==> src/rtl/counter_ctrl_pkg.sv <==
// ============================================================================
// Module      : counter_ctrl_pkg
// Description : Control encodings shared by the counter and its command
//               generator, plus repeat-FSM state type and helper function.
// Revision    : 1.0 - initial release
// ============================================================================
`default_nettype none

package counter_ctrl_pkg;

    localparam logic [1:0] CTRL_HOLD = 2'b00;
    localparam logic [1:0] CTRL_INC  = 2'b01;
    localparam logic [1:0] CTRL_DEC  = 2'b10;
    localparam logic [1:0] CTRL_RST  = 2'b11;

    typedef enum logic [1:0] {
        REP_IDLE   = 2'b00,
        REP_DELAY  = 2'b01,
        REP_REPEAT = 2'b10
    } rep_state_t;

    function automatic int max_int(input int a, input int b);
        return (a > b) ? a : b;
    endfunction

endpackage

`default_nettype wire

==> src/rtl/counter_cmd_gen_if.sv <==
// ============================================================================
// Module      : counter_cmd_gen_if
// Description : Button inputs, control output and indicator levels of the
//               counter command generator.
// Revision    : 1.0 - initial release
// ============================================================================
`default_nettype none

interface counter_cmd_gen_if;

    logic       btn_up;
    logic       btn_down;
    logic       btn_clr;
    logic [1:0] control;
    logic [2:0] btn_state;

    modport master (
        output btn_up,
        output btn_down,
        output btn_clr,
        input  control,
        input  btn_state
    );

    modport slave (
        input  btn_up,
        input  btn_down,
        input  btn_clr,
        output control,
        output btn_state
    );

endinterface

`default_nettype wire

==> src/rtl/btn_debounce.sv <==
// ============================================================================
// Module      : btn_debounce
// Description : Two-flop synchronizer, counter debouncer and rising-edge
//               detector for one raw push-button.
// Revision    : 1.0 - initial release
// ============================================================================
`default_nettype none

module btn_debounce #(
    parameter int DB_CYCLES = 4
) (
    input  wire logic clk,
    input  wire logic rst,
    input  wire logic i_btn,
    output logic      level,
    output logic      press
);

    localparam int CW = $clog2(DB_CYCLES + 1);

    logic          r_sync1;
    logic          r_sync2;
    logic          r_level;
    logic          r_level_d;
    logic [CW-1:0] r_cnt;

    always_ff @(posedge clk or posedge rst) begin
        if (rst) begin
            r_sync1   <= 1'b0;
            r_sync2   <= 1'b0;
            r_level   <= 1'b0;
            r_level_d <= 1'b0;
            r_cnt     <= '0;
        end else begin
            r_sync1   <= i_btn;
            r_sync2   <= r_sync1;
            r_level_d <= r_level;
            // The level flips on the edge where the count would reach DB_CYCLES.
            if (r_sync2 != r_level) begin
                if (r_cnt == CW'(DB_CYCLES - 1)) begin
                    r_level <= r_sync2;
                    r_cnt   <= '0;
                end else begin
                    r_cnt   <= r_cnt + CW'(1);
                end
            end else begin
                r_cnt <= '0;
            end
        end
    end

    assign level = r_level;
    assign press = r_level & ~r_level_d;

endmodule

`default_nettype wire

==> src/rtl/counter_cmd_gen.sv <==
// ============================================================================
// Module      : counter_cmd_gen
// Description : Turns raw up/down/clear buttons into one-cycle counter control
//               pulses. Define COUNTER_CMD_REPEAT_EN for up/down auto-repeat.
// Revision    : 1.0 - initial release
// ============================================================================
`default_nettype none

module counter_cmd_gen
    import counter_ctrl_pkg::*;
#(
    parameter int DB_CYCLES     = 4,
    parameter int REPEAT_DELAY  = 16,
    parameter int REPEAT_PERIOD = 4
) (
    input  wire logic         clk,
    input  wire logic         rst,
    counter_cmd_gen_if.slave  bus
);

    logic [2:0] w_raw;
    logic [2:0] w_level;
    logic [2:0] w_press;
    logic       w_up_ev;
    logic       w_dn_ev;
    logic [1:0] w_ctrl_next;
    logic [1:0] r_control;

    assign w_raw = {bus.btn_clr, bus.btn_down, bus.btn_up};

    generate
        for (genvar gi = 0; gi < 3; gi++) begin : g_btn
            btn_debounce #(
                .DB_CYCLES (DB_CYCLES)
            ) u_db (
                .clk   (clk),
                .rst   (rst),
                .i_btn (w_raw[gi]),
                .level (w_level[gi]),
                .press (w_press[gi])
            );
        end
    endgenerate

`ifdef COUNTER_CMD_REPEAT_EN
    localparam int REP_MAX = max_int(REPEAT_DELAY, REPEAT_PERIOD);
    localparam int RCW     = $clog2(REP_MAX + 1);

    rep_state_t     r_state;
    logic           r_dir;
    logic [RCW-1:0] r_rcnt;
    logic           w_held;
    logic           w_other;
    logic           w_abort;
    logic           w_rep;

    // r_dir: 0 = repeating up, 1 = repeating down.
    assign w_held  = r_dir ? w_level[1] : w_level[0];
    assign w_other = r_dir ? w_level[0] : w_level[1];
    assign w_abort = (r_state != REP_IDLE) && (!w_held || w_other || w_level[2]);
    assign w_rep   = (r_state != REP_IDLE) && (r_rcnt == '0) && !w_abort;
    assign w_up_ev = w_press[0] | (w_rep & ~r_dir);
    assign w_dn_ev = w_press[1] | (w_rep &  r_dir);

    always_ff @(posedge clk or posedge rst) begin
        if (rst) begin
            r_state <= REP_IDLE;
            r_dir   <= 1'b0;
            r_rcnt  <= '0;
        end else begin
            case (r_state)
                REP_IDLE: begin
                    if (w_ctrl_next == CTRL_INC || w_ctrl_next == CTRL_DEC) begin
                        r_state <= REP_DELAY;
                        r_dir   <= (w_ctrl_next == CTRL_DEC);
                        r_rcnt  <= RCW'(REPEAT_DELAY - 1);
                    end
                end
                REP_DELAY, REP_REPEAT: begin
                    if (w_abort) begin
                        r_state <= REP_IDLE;
                        r_rcnt  <= '0;
                    end else if (r_rcnt == '0) begin
                        r_state <= REP_REPEAT;
                        r_rcnt  <= RCW'(REPEAT_PERIOD - 1);
                    end else begin
                        r_rcnt  <= r_rcnt - RCW'(1);
                    end
                end
                default: begin
                    r_state <= REP_IDLE;
                    r_rcnt  <= '0;
                end
            endcase
        end
    end
`else
    assign w_up_ev = w_press[0];
    assign w_dn_ev = w_press[1];
`endif

    // Clear dominates; opposing up/down events cancel each other.
    always_comb begin
        w_ctrl_next = CTRL_HOLD;
        if (w_press[2]) begin
            w_ctrl_next = CTRL_RST;
        end else if (w_up_ev && !w_dn_ev) begin
            w_ctrl_next = CTRL_INC;
        end else if (w_dn_ev && !w_up_ev) begin
            w_ctrl_next = CTRL_DEC;
        end
    end

    always_ff @(posedge clk or posedge rst) begin
        if (rst) begin
            r_control <= CTRL_HOLD;
        end else begin
            r_control <= w_ctrl_next;
        end
    end

    assign bus.control   = r_control;
    assign bus.btn_state = w_level;

endmodule

`default_nettype wire

==> src/flat_wrapper.sv <==
// flat-port wrapper written by rule: the top's interface ports become plain ports
module counter_cmd_gen_flat import counter_ctrl_pkg::*;
#(
    parameter int DB_CYCLES     = 4,
    parameter int REPEAT_DELAY  = 16,
    parameter int REPEAT_PERIOD = 4
)
  (clk, rst, bus_btn_up, bus_btn_down, bus_btn_clr, bus_control, bus_btn_state);
  counter_cmd_gen_if bus_i ();
  input  wire logic clk;
  input  wire logic rst;
  input wire logic [$bits(bus_i.btn_up)-1:0] bus_btn_up;
  input wire logic [$bits(bus_i.btn_down)-1:0] bus_btn_down;
  input wire logic [$bits(bus_i.btn_clr)-1:0] bus_btn_clr;
  output wire logic [$bits(bus_i.control)-1:0] bus_control;
  output wire logic [$bits(bus_i.btn_state)-1:0] bus_btn_state;
  assign bus_i.btn_up = bus_btn_up;
  assign bus_i.btn_down = bus_btn_down;
  assign bus_i.btn_clr = bus_btn_clr;
  assign bus_control = bus_i.control;
  assign bus_btn_state = bus_i.btn_state;
  counter_cmd_gen #(.DB_CYCLES(DB_CYCLES), .REPEAT_DELAY(REPEAT_DELAY), .REPEAT_PERIOD(REPEAT_PERIOD)) u_core (.clk(clk), .rst(rst), .bus(bus_i));
endmodule
==> config.mk <==
export PLATFORM = sky130hd
export DESIGN_NAME = counter_cmd_gen_flat
export DESIGN_NICKNAME = d
export VERILOG_FILES = /design/src/rtl/counter_ctrl_pkg.sv /design/src/rtl/counter_cmd_gen_if.sv /design/src/rtl/btn_debounce.sv /design/src/rtl/counter_cmd_gen.sv /design/src/flat_wrapper.sv
export SDC_FILE = /design/constraint.sdc
export NUM_CORES = 1
export LEC_CHECK = 0
export ABC_AREA = 1
export BUFFER_PORTS_ARGS = -buffer_cell sky130_fd_sc_hd__clkbuf_2
export CAP_MARGIN = 20
export CORE_ASPECT_RATIO = 1.75
export CORE_MARGIN = 2
export CORE_UTILIZATION = 30
export DETAILED_ROUTE_END_ITERATION = 8
export GPL_TIMING_DRIVEN = 0
export PLACE_DENSITY = 0.56
export SKIP_LAST_GASP = 1
export SYNTH_ARGS = -nofsm -noshare
export SYNTH_HDL_FRONTEND = slang
export SYNTH_SLANG_ARGS = --single-unit
==> constraint.sdc <==
create_clock -name clk -period 1.7 [get_ports clk]
set_input_delay 0 -clock clk [delete_from_list [all_inputs] [get_ports clk]]
set_output_delay 0 -clock clk [all_outputs]
set_load 0.02 [all_outputs]
==> impl_metrics.env, run 1 <==
export IMPL_status="completed"
export IMPL_grt_pass1_vias=582
export IMPL_n_antenna_cell=0
export IMPL_finish_utilization_pct=36.89
export IMPL_syn_inst=95
export IMPL_critical_path_max_stage_delay_ns=0.44
export IMPL_wl_per_cell_um=8.379
export IMPL_grt_util_met1_pct=9.984
export IMPL_period_share_pct=58.03
export IMPL_yosysWarnings=0
export IMPL_grt_pass1_wl_um=2249
export IMPL_cts_num_sinks=23
export IMPL_busiest_layer="met2"
export IMPL_cts_root_buf="clkbuf_8"
export IMPL_seq_area_um2=575.6
export IMPL_period_needed_ns=0.9864
export IMPL_ant_nets=0
export IMPL_grt_max_degree=24
export IMPL_final_common_cell="nand2_1"
export IMPL_coreArea_um2=2863
export IMPL_synth_area_leaders="dfrtp_1 65%, nand2_1 14%, inv_1 8.0%"
export IMPL_cp_start_kind="register"
export IMPL_cp_cell_sequence="buf_4 > clkbuf_2"
export IMPL_clk_pin_slew_ns=0.07
export IMPL_syn2layout_area_growth_pct=18.71
export IMPL_synth_nets=103
export IMPL_tns_ns=0
export IMPL_finalHoldViolations=0
export IMPL_use_met3_pct=1.422
export IMPL_grt_overflow=0
export IMPL_io_pins=10
export IMPL_cp_required_ns=1.70
export IMPL_clk_latency_ns=0.26
export IMPL_htree_levels=1
export IMPL_drive_gt1_share_pct=14.29
export IMPL_drc=0
export IMPL_drt_wl_total_um=1173
export IMPL_crit_fanout=6
export IMPL_cts_setup_buffers=0
export IMPL_rows=26
export IMPL_synth_cell_types=8
export IMPL_gp_congestion=0.7361
export IMPL_most_common_layout_cells="32 x nand2_1, 23 x dfrtp_1, 19 x inv_1"
export IMPL_multiInputGateArea_um2=220.2
export IMPL_synth_seq_area_share_pct=64.70
export IMPL_syn_avg_cell_area_um2=9.364
export IMPL_drt_iter0_markers=13
export IMPL_postLayoutCellArea_um2=1056
export IMPL_num_vias=589
export IMPL_portBuffers=9
export IMPL_slew_viol_final=0
export IMPL_critPathKind="reg -> out"
export IMPL_maxCapViolations=0
export IMPL_yosysTopAreaCell="dfrtp_1"
export IMPL_cts_buffers=3
export IMPL_die_w_um=45.17
export IMPL_tightest_slew_ns=0.8407
export IMPL_clockBufferDepth=2
export IMPL_min_path_type="reg -> reg"
export IMPL_slew_headroom_pct=43.89
export IMPL_antenna_found_initial=0
export IMPL_clock_fmax_mhz=1014
export IMPL_synth_top_cell_area_share_pct=64.70
export IMPL_crit_slowest_cell="dfrtp_1"
export IMPL_hpwl_um=924.6
export IMPL_use_met2_pct=14.00
export IMPL_rsz0062_at_grt="false"
export IMPL_first_pass_iters=2
export IMPL_nFillCells=298
export IMPL_max_vdd_ir_drop_mv=0.5705
export IMPL_start_util_pct=31.08
export IMPL_end_kind="primary output"
export IMPL_setup_violations_final=0
export IMPL_layout_nets=121
export IMPL_ys_ff_latch=23
export IMPL_viasPerCell=4.207
export IMPL_critPathArrivalTime_ns=0.99
export IMPL_p_per_area_nw_per_um2=1515
export IMPL_track_usage_pct=9.036
export IMPL_die_h_um=76.04
export IMPL_synth_cell_area_um2=889.6
export IMPL_p_leak_nw=0.5852
export IMPL_die_area_um2=3434
export IMPL_skew_ns=0.001165
export IMPL_cts_tree="built"
export IMPL_place_area_um2=969.7
-- timing repair --
action | in CTS | in global routing
endpoints found under the hold margin | 26 | 0
gates resized for setup | 0 | 0
hold buffers | 4 | 0
-- power by group --
| group | switching, W | internal [W] | total [W] | leakage (nW) |
|---|---|---|---|---|
| registers | 0.0000920 | 0.000698 | 0.000790 | 0.289 |
| logic | 0.000282 | 0.000204 | 0.000486 | 0.271 |
| clock network | 0.000161 | 0.000163 | 0.000324 | 0.0255 |
| total | 0.000535 | 0.00107 | 0.00160 | 0.585 |
-- worst paths after layout --
kind                                                from                             to  slack, ns  cells past startpoint
max                           u_core.g_btn[1].u_db.level               bus_btn_state[1]       0.71                      2
min                         u_core.g_btn[2].u_db.r_sync1   u_core.g_btn[2].u_db.r_sync2       0.35                      0
min in group asynchronous                            rst     u_core.g_btn[2].u_db.level       0.44                      3
max reg2reg                u_core.g_btn[2].u_db.r_cnt[0]  u_core.g_btn[2].u_db.r_cnt[1]       0.73                      4
max in group asynchronous                            rst  u_core.g_btn[1].u_db.r_cnt[2]       0.74                      3
min reg2reg                 u_core.g_btn[2].u_db.r_sync1   u_core.g_btn[2].u_db.r_sync2       0.35                      0
-- flip-flops by register name (all words and copies together) (netlist names) --
name / cells
u_core.g_btn.u_db.r_cnt: 9
u_core.g_btn.u_db.level: 3
u_core.g_btn.u_db.r_level_d: 3
u_core.g_btn.u_db.r_sync1: 3
u_core.g_btn.u_db.r_sync2: 3
u_core.bus.control: 2
-- cells by family (layout without fill, tap and decap cells) --
kind of cell  count (synthesis)  count (layout)  share of synthesized area [%]
fa+ha+maj                     3               3                          4.220
buf+inv                      22              39                          10.55
flops                        23              23                          64.70
simple gates                 47              47                          20.53
-- synthesized netlist by cell type --
| cell type | n |
|---|---|
| inv_1 | 19 |
| dfrtp_1 | 23 |
| buf_4 | 3 |
| nand2_1 | 32 |
| nor2_1 | 11 |
| or2_1 | 1 |
| nand3_1 | 3 |
| ha_1 | 3 |
-- through the flow --
step	instances	setup slack [ns]	total power, W	hold slack, ns
floorplan	95	0.8362	0.001161	0.001924
global placement	132	0.8024	0.001262	0.1096
detailed placement	132	0.7412	0.001294	0.1105
CTS	140	0.6594	0.001630	0.3542
global route	140	0.5544	0.001744	0.3578
finish	140	0.7136	0.001600	0.3523
-- area by class of cell --
cell class                 instances  share of cell area, %
buffer                             3                  2.133
timing repair buffer              13                  8.057
clock inverter                     1                 0.4739
sequential                        23                  54.50
inverter                          19                  6.754
clock buffer                       3                  3.910
multi-input combinational         50                  20.85
tap                               28                  3.318
-- critical path: cells and delay by family, from the launching register on --
family | cells | cell delay (ns)
buffers and inverters | 2 | 0.29
DFF | 1 | 0.44
-- layer usage --
metal	vias to the layer above	share of wire [%]
li1	304	-
met1	271	42
met2	9	50
met3	5	2.8
met4	0	4.5
met5	-	0
No activity file was read; power rests on OpenSTA's default activity.
==> inputs of run 2 (changes only) <==
==> constraint.sdc (replaced) <==
create_clock -name clk -period 1 [get_ports clk]
set_input_delay 0 -clock clk [delete_from_list [all_inputs] [get_ports clk]]
set_output_delay 0 -clock clk [all_outputs]
set_load 0.02 [all_outputs]
==> run 2 against run 1 <==
Net effect: the run now ends with negative hold slack left; via count unchanged; cell count is the same; wire length rose by 2.1%; clock-buffer cell count unchanged; design area is 2.0% higher; clock skew is essentially flat; non-clock buffer count unchanged; first-iteration DRC count rose by 38%; combinational power increased by 87%; register-to-register slack worse by 0.65 ns; die area did not move; critical endpoint unchanged; highest routed layer unchanged.
==> impl_metrics.env, run 2 (same netlist as run 1, synthesis figures left out) <==
export IMPL_status="finished with violations"
export IMPL_violations="negative hold slack"
export IMPL_rows=26
export IMPL_finalHoldViolations=23
export IMPL_seq_area_um2=578.1
export IMPL_coreArea_um2=2863
export IMPL_drt_wl_total_um=1198
export IMPL_netSwitchingFraction_pct=32.90
export IMPL_clockBufferDepth=2
export IMPL_skew_ns=0.001511
export IMPL_viasPerCell=4.207
export IMPL_grt_overflow=0
export IMPL_wl_per_cell_um=8.557
export IMPL_n_antenna_cell=0
export IMPL_die_area_um2=3434
export IMPL_io_pins=10
export IMPL_cp_start_kind="register"
export IMPL_nFillCells=299
export IMPL_ff2ff_path_depth=3
export IMPL_cts_num_sinks=23
export IMPL_wl_met1_um=511
export IMPL_tightest_slew_ns=0.8410
export IMPL_top_register="u_core.g_btn.u_db.r_cnt"
export IMPL_p_int_w=0.001882
export IMPL_cts_root_buf="clkbuf_8"
export IMPL_die_w_um=45.17
export IMPL_layout_nets=121
export IMPL_cts_tree="built"
export IMPL_end_kind="primary output"
export IMPL_slew_viol_final=0
export IMPL_clk_latency_ns=0.26
export IMPL_grt_max_degree=24
export IMPL_htree_levels=1
export IMPL_ant_nets=0
export IMPL_clock_fmax_mhz=1041
export IMPL_slew_headroom_pct=43.87
export IMPL_setup_violations_final=0
export IMPL_syn2layout_area_growth_pct=21.10
export IMPL_top_layer_used="met4"
export IMPL_reg2reg_to="u_core.g_btn[1].u_db.r_cnt[1]"
export IMPL_power_w=0.002805
export IMPL_first_pass_iters=2
export IMPL_clk_pin_slew_ns=0.07
export IMPL_p_leak_nw=0.5801
export IMPL_multiInputGateArea_um2=232.7
export IMPL_rrSetupSlack_ns=0.08
export IMPL_cts_buffers=3
export IMPL_ctsHoldBuffers=3
export IMPL_hpwl_um=924.6
export IMPL_maxCapViolations=0
export IMPL_tns_ns=0
export IMPL_start_util_pct=31.08
export IMPL_min_path_type="in -> async"
export IMPL_period_share_pct=96.06
export IMPL_largest_reg_flops=9
export IMPL_most_common_layout_cells="30 x nand2_1, 21 x dfrtp_1, 19 x inv_1"
export IMPL_p_per_area_nw_per_um2=2604
export IMPL_grt_pass1_wl_um=2228
export IMPL_power_frac_clock_pct=19.6
export IMPL_die_h_um=76.04
export IMPL_critPathArrivalTime_ns=0.96
export IMPL_drc=0
export IMPL_gp_congestion=0.7361
export IMPL_route_met2_wl_um=599
export IMPL_portBuffers=9
export IMPL_critPathKind="reg -> out"
export IMPL_rsz0062_at_grt="false"
export IMPL_drt_iter0_markers=18
export IMPL_p_seq_share_pct=48.0
export IMPL_r2r_start="u_core.g_btn[1].u_db.r_cnt[0]"
export IMPL_p_switching_w=0.0009229
export IMPL_grt_pass1_vias=581
export IMPL_crit_fanout=6
export IMPL_track_usage_pct=8.943
export IMPL_final_common_cell="nand2_1"
export IMPL_cp_required_ns=1.00
export IMPL_route_met3_wl_um=33
export IMPL_period_needed_ns=0.9606
export IMPL_whs_ns=-0.1203
export IMPL_antenna_found_initial=0
export IMPL_combPwrFrac_pct=32.4
export IMPL_num_vias=589
export IMPL_max_vdd_ir_drop_mv=0.9676
export IMPL_drive_gt1_share_pct=21.43
-- run 2: layer usage --
metal  GRT usage [%]  vias up
li1                -      304
met1           9.984      271
met2           13.71        9
met3           1.422        5
met4           7.941        0
met5               0        -
-- run 2: how the worst max path moves through the flow --
stage,end,startpoint,depth (start not counted)
floorplan,u_core.g_btn[2].u_db.r_cnt[0],u_core.g_btn[2].u_db.r_cnt[0],4
global placement,u_core.g_btn[2].u_db.r_cnt[0],u_core.g_btn[2].u_db.r_cnt[0],4
detailed placement,u_core.g_btn[2].u_db.r_cnt[1],u_core.g_btn[2].u_db.r_cnt[0],4
CTS,bus_btn_state[0],u_core.g_btn[0].u_db.level,2
global route,bus_btn_state[1],u_core.g_btn[1].u_db.level,2
finish,bus_btn_state[1],u_core.g_btn[1].u_db.level,2
-- run 2: area by class of cell --
cell class	count	area share [%]
flip-flops and latches	23	53.66
well taps	28	3.252
clock buffers	3	3.833
multi-input cells	50	21.60
inverters	19	6.620
repair buffers	14	9.175
clock inverters	1	0.4646
plain buffers	2	1.394
-- run 2: power groups by stage --
stage | Combinational, W | Clock, W | Sequential (W)
3_3_place_gp | 0.000799 | 0 | 0.00135
2_1_floorplan | 0.000602 | 0 | 0.00137
6_report | 0.000910 | 0.000549 | 0.00135
4_1_cts | 0.000849 | 0.000576 | 0.00134
5_1_grt | 0.00105 | 0.000615 | 0.00139
3_5_place_dp | 0.000837 | 0 | 0.00136
-- run 2: per-stage QoR --
stage | util [%] | cell area [um^2] | std cells | worst slack, ns
after global routing | 37.63 | 1077 | 140 | 0.004785
after detailed placement | 33.87 | 969.7 | 132 | 0.04115
after global placement | 33.87 | 969.7 | 132 | 0.1024
after floorplan | - | 889.6 | 95 | 0.1362
after CTS | 36.54 | 1046 | 139 | 0.0003390
final | 37.63 | 1077 | 140 | 0.03941
-- run 2: timing repair --
action | CTS | global route
setup buffers | 0 | 2
setup endpoints to repair | 0 | 8
gates resized for setup | 0 | 12
hold endpoints to repair | 26 | 23
-- run 2: worst max-delay path, stage by stage, from the launching register on --
cell,delay (ns)
dfrtp_2,0.44
buf_4,0.14
buf_6,0.12
